File: config.mk
export PLATFORM = sky130hd
export DESIGN_NAME = bf_addsub_unit
export DESIGN_NICKNAME = d
export VERILOG_FILES = /design/src/rtl/bf_addsub_unit.sv
export SDC_FILE = /design/constraint.sdc
export NUM_CORES = 1
export LEC_CHECK = 0
export CAP_MARGIN = 10
export CORE_ASPECT_RATIO = 0.5
export CORE_MARGIN = 4
export CORE_UTILIZATION = 45
export DETAILED_ROUTE_END_ITERATION = 12
export PLACE_DENSITY = 0.63
export RECOVER_POWER = 25
export SYNTH_ARGS = -nofsm -noshare
export SYNTH_HDL_FRONTEND = slang
export SYNTH_SLANG_ARGS = --single-unit
File: constraint.sdc
create_clock -name clk -period 10.3 [get_ports clk]
set_clock_uncertainty 0.15 [all_clocks]
set_input_delay 2.575 -clock clk [delete_from_list [all_inputs] [get_ports clk]]
set_output_delay 2.575 -clock clk [all_outputs]
set_load 0.02 [all_outputs]
File: src/rtl/bf_addsub_unit.sv
// Post-multiplier butterfly add/sub stage for the unified Kyber/Dilithium NTT.
// Delays the operand `a` to meet the multiplier product `b_prod`, then
// produces u = (a + p) mod q and v = (a - p) mod q, optionally halved mod q.
// Kyber packs two independent 12-bit lanes; Dilithium uses one 23-bit lane.
module bf_addsub_unit #(
  parameter int ALIGN_DLY = 4,
  parameter int KQ        = 3329,
  parameter int DQ        = 8380417
) (
  input  logic        clk,
  input  logic        rst,
  input  logic        in_valid,
  input  logic        mode,
  input  logic        half_en,
  input  logic [23:0] a,
  input  logic [23:0] b_prod,
  output logic        out_valid,
  output logic [23:0] u,
  output logic [23:0] v
);

  localparam logic [23:0] KQ_W = 24'(KQ);
  localparam logic [23:0] DQ_W = 24'(DQ);
  localparam int          LW   = 27;  // {valid, mode, half_en, a}

  // Modular halving: an odd residue is made even by adding q before the shift.
  // 2q - 1 fits in 24 bits for both moduli, so no carry is lost.
  function automatic logic [23:0] halve(input logic [23:0] x, input logic [23:0] q);
    logic [23:0] t;
    if (x[0]) t = x + q;
    else      t = x;
    return {1'b0, t[23:1]};
  endfunction

  // Final sum: one conditional subtraction brings [0, 2q-2] into [0, q-1].
  function automatic logic [23:0] fin_sum(input logic [23:0] s, input logic [23:0] q,
                                          input logic h);
    logic [23:0] r;
    if (s >= q) r = s - q;
    else        r = s;
    if (h) r = halve(r, q);
    else   r = r;
    return r;
  endfunction

  // Final difference: d is two's complement; a negative value gets q added.
  function automatic logic [23:0] fin_dif(input logic [23:0] d, input logic [23:0] q,
                                          input logic h);
    logic [23:0] r;
    if (d[23]) r = d + q;
    else       r = d;
    if (h) r = halve(r, q);
    else   r = r;
    return r;
  endfunction

  // ------------------------------------------------------------------
  // Alignment line
  // ------------------------------------------------------------------
  logic [LW-1:0] line_r [ALIGN_DLY];
  logic [LW-1:0] tail_s;
  logic          tail_valid_s;
  logic          tail_mode_s;
  logic          tail_half_s;
  logic [23:0]   tail_a_s;

  // Free-running shift register carrying each sample's control and operand.
  always_ff @(posedge clk) begin
    if (rst) begin
      for (int i = 0; i < ALIGN_DLY; i++) line_r[i] <= '0;
    end else begin
      line_r[0] <= {in_valid, mode, half_en, a};
      for (int i = 1; i < ALIGN_DLY; i++) line_r[i] <= line_r[i-1];
    end
  end

  assign tail_s       = line_r[ALIGN_DLY-1];
  assign tail_valid_s = tail_s[26];
  assign tail_mode_s  = tail_s[25];
  assign tail_half_s  = tail_s[24];
  assign tail_a_s     = tail_s[23:0];

  // ------------------------------------------------------------------
  // Stage 1: raw sums and differences
  // ------------------------------------------------------------------
  logic [23:0] sum_lo_s, dif_lo_s;
  logic [12:0] sum_hi_s, dif_hi_s;

  // Raw add/subtract; the low lane doubles as the Dilithium lane.
  always_comb begin
    sum_lo_s = 24'd0;
    dif_lo_s = 24'd0;
    sum_hi_s = 13'd0;
    dif_hi_s = 13'd0;
    if (tail_mode_s) begin
      sum_lo_s = {1'b0, tail_a_s[22:0]} + {1'b0, b_prod[22:0]};
      dif_lo_s = {1'b0, tail_a_s[22:0]} - {1'b0, b_prod[22:0]};
    end else begin
      sum_lo_s = {12'd0, tail_a_s[11:0]} + {12'd0, b_prod[11:0]};
      dif_lo_s = {12'd0, tail_a_s[11:0]} - {12'd0, b_prod[11:0]};
      sum_hi_s = {1'b0, tail_a_s[23:12]} + {1'b0, b_prod[23:12]};
      dif_hi_s = {1'b0, tail_a_s[23:12]} - {1'b0, b_prod[23:12]};
    end
  end

  logic        p1_valid_r;
  logic        p1_mode_r;
  logic        p1_half_r;
  logic [23:0] p1_sum_lo_r, p1_dif_lo_r;
  logic [12:0] p1_sum_hi_r, p1_dif_hi_r;

  // Stage-1 register; data only loads when the tail carries a real sample.
  always_ff @(posedge clk) begin
    if (rst) begin
      p1_valid_r  <= 1'b0;
      p1_mode_r   <= 1'b0;
      p1_half_r   <= 1'b0;
      p1_sum_lo_r <= 24'd0;
      p1_dif_lo_r <= 24'd0;
      p1_sum_hi_r <= 13'd0;
      p1_dif_hi_r <= 13'd0;
    end else begin
      p1_valid_r <= tail_valid_s;
      if (tail_valid_s) begin
        p1_mode_r   <= tail_mode_s;
        p1_half_r   <= tail_half_s;
        p1_sum_lo_r <= sum_lo_s;
        p1_dif_lo_r <= dif_lo_s;
        p1_sum_hi_r <= sum_hi_s;
        p1_dif_hi_r <= dif_hi_s;
      end
    end
  end

  // ------------------------------------------------------------------
  // Stage 2: modular correction, optional halving, output packing
  // ------------------------------------------------------------------
  logic [23:0] q_s;
  logic [22:0] u_lo_s, v_lo_s;
  logic [11:0] u_hi_s, v_hi_s;
  logic [23:0] u_nxt_s, v_nxt_s;

  // Correct both lanes and pack according to the sample's own mode.
  always_comb begin
    q_s    = p1_mode_r ? DQ_W : KQ_W;
    u_lo_s = 23'(fin_sum(p1_sum_lo_r, q_s, p1_half_r));
    v_lo_s = 23'(fin_dif(p1_dif_lo_r, q_s, p1_half_r));
    u_hi_s = 12'(fin_sum({11'd0, p1_sum_hi_r}, KQ_W, p1_half_r));
    v_hi_s = 12'(fin_dif({{11{p1_dif_hi_r[12]}}, p1_dif_hi_r}, KQ_W, p1_half_r));
    if (p1_mode_r) begin
      u_nxt_s = {1'b0, u_lo_s};
      v_nxt_s = {1'b0, v_lo_s};
    end else begin
      u_nxt_s = {u_hi_s, u_lo_s[11:0]};
      v_nxt_s = {v_hi_s, v_lo_s[11:0]};
    end
  end

  // Output register; results hold their last value between valid samples.
  always_ff @(posedge clk) begin
    if (rst) begin
      out_valid <= 1'b0;
      u         <= 24'd0;
      v         <= 24'd0;
    end else begin
      out_valid <= p1_valid_r;
      if (p1_valid_r) begin
        u <= u_nxt_s;
        v <= v_nxt_s;
      end
    end
  end

endmodule

==> metrics <==
most common cell after layout, fill and taps aside dfxtp_1; Period Utilization, post-route between 70 and 80%; arrival time at the worst endpoint 7.80 ns; crit path max fanout 77; area leader, netlist dfxtp_1; CTS tree built; status finished, violations left; Tot Pwr around 2.1 mW; commonest cells after routing, fill and taps aside dfxtp_1, nor2_1, a21oi_1; post_cts resized 0; synthesized cell area roughly 17,000 µm²; wire per inst approximately 18 µm; area grow syn2layout 13.1%; post-synthesis async set-or-reset flop share 0%; Worst Slack Setup Final 2.78 ns; nets 2,305; IO Port Bufs ~100; vias per cell 5.71; Hold Crit Class flip-flop to flip-flop; CTS Buf Count 23; die footprint around 40,000 µm²; Setup Slack @ Placement 3.86 ns; relative slew slack -160%; PwrDens 113 nW/µm²; Initial Util 45.8%; number of flops mapped to enable cells by yosys 0; DRC 0; Synth Net Count 2,274; final hold violations 0; GRT Resource Usage Total a little under a quarter; Final Non-Filler Cells roughly 2,600; Setup TNS 0 ns; CTS clk-pin slew, worst paths 0.07 ns; Hold Buf Count CTS 0; # Post-CTS Setup Buffers 0; initial drt markers approximately 1,200; violated checks capacitance limit, slew limit; crit end category flip-flop; Crit Path Class primary input to flip-flop; pin count of the biggest net entering global routing between 80 and 90; maximum vdd drop ~0.000088 V; via count approximately 15,000; CP startpoint kind primary input; row count just under 50; Post-Syn Instances 2,105; mean post-synth cell area 7.86 µm²; clk sinks 233; Leakage 7.48 nW; Post-DRT Antenna Nets 0; core area between 30,000 and 40,000 µm²; Final min period 7.52 ns; first-pass GRT wire length 74.2 mm; insertion delay to the later sink of the worst-skew pair 0.55 ns; TritonRoute pass-1 iters 5; worst-case clock buffer depth 3; fmax between 100 and 150 MHz; CTS root buffer clkbuf_16; layout cells sized above 1 5.35%; Synth cell types 110; proportion of netlist area held by the largest area contributor between 20% and 30%; Syn. warnings 0; slew at the pin closest to its max-slew limit approximately 3.9 ns; final-layout fill cell count approximately 3,500; Placed Cells 2,595; Die W 279 µm; H-Tree Depth 1; Yosys reg bits 233; Setup violations, final 0; RSZ-0062 raised after global routing no; total wire length about 47 mm; Synth Flop Type dfxtp_1; max-slew violations approximately 80; I/O pin count 102; n_diodes 0; vias in the first global route 13,281; Overflow after GRT 0; initial antenna violation count 0; placed wire-length estimate between 30 and 40 mm; Max-Cap Viols 1; synth top area cells dfxtp_1, ha_1, nor2b_1; die height between 100 and 150 µm; Placer Congestion between 0.9 and 1; Seq/Total Area, Yosys 28.2%; CP required between 10 and 15 ns
layout make-up:
type                            instances  area [µm²]  area share (%)
Multi-Input combinational cell       1671       11100            59.3
Sequential cell                       233        4670            24.9
Timing Repair Buffer                  118        1130            6.05
Clock buffer                           29         638            3.41
Tap cell                              484         606            3.24
Inverter                               89         334            1.78
Clock inverter                         11         230            1.23
registers in the layout, summed over array words and instances, names as in the netlist:
signal       count
v               24
p1_mode_r        1
out_valid        1
p1_dif_lo_r     24
line_r         108
p1_sum_hi_r     13
p1_valid_r       1
p1_dif_hi_r     13
p1_sum_lo_r     23
u               24
p1_half_r        1
critical path: stages:
cell      delay (ns)
clkbuf_1        2.70
nor2_1          1.16
nand2_1         0.66
nor2_1          0.22
a221oi_1        0.34
o311ai_1        0.13
cell families (layout without fill, tap and decap cells):
family	Yosys count	count (layout)	share of synthesized area [%]
and+or+nand+nor	780	780	23.6
xor gates and xnor gates	149	149	7.93
muxes	51	51	3.20
AOI/OAI and AO/OA	575	575	23.4
DFF	233	233	28.2
buffers and inverters	201	247	4.68
adders and majority gates	116	116	8.95
final timing paths:
path / slack [ns] / depth (start not counted) / endpoint / start
max: 2.78 / 6 / v[20] / rst
min reg2reg: 0.28 / 1 / line_r[1][13] / line_r[0][13]
max reg2reg: 4.32 / 18 / u[21] / p1_mode_r
min: 0.28 / 1 / line_r[1][13] / line_r[0][13]
synthesized netlist by cell type, types with 16 or more instances:
cell type  number
dfxtp_1       233
nor2_1        227
a21oi_1       163
nand2_1       156
nor2b_1       143
ha_1          112
o21ai_0       112
xnor2_1        95
clkbuf_1       87
inv_1          83
nor3_1         53
xor2_1         53
nand3_1        45
mux2i_1        39
a211oi_1       32
a21o_1         32
nand4_1        32
nand2b_1       27
o211ai_1       24
a31oi_1        23
o31ai_1        20
or3_1          20
o21bai_1       17
buf_1          16
power by group:
group          total (mW)  internal [mW]  switching [mW]
registers           0.933          0.920          0.0130
clock network       0.983          0.593           0.390
logic               0.206         0.0850           0.121
total                2.12           1.60           0.525
stage by stage:
stage          util (%)  instance area, µm²  hold slack, ns
2_1_floorplan         -               16500           0.264
3_3_place_gp       49.5               17900           0.265
3_5_place_dp       49.5               17900           0.270
4_1_cts            51.9               18700           0.286
5_1_grt            51.8               18700           0.294
6_report           51.8               18700           0.280
layer usage:
| layer | GRT usage (%) | part of all wire [%] |
|---|---|---|
| met1 | 35.1 | 51 |
| met2 | 33.0 | 40 |
| met3 | 3.78 | 6.9 |
| met4 | 4.87 | 1.9 |
| met5 | 0 | 0 |
No activity file was read; power rests on OpenSTA's default activity.
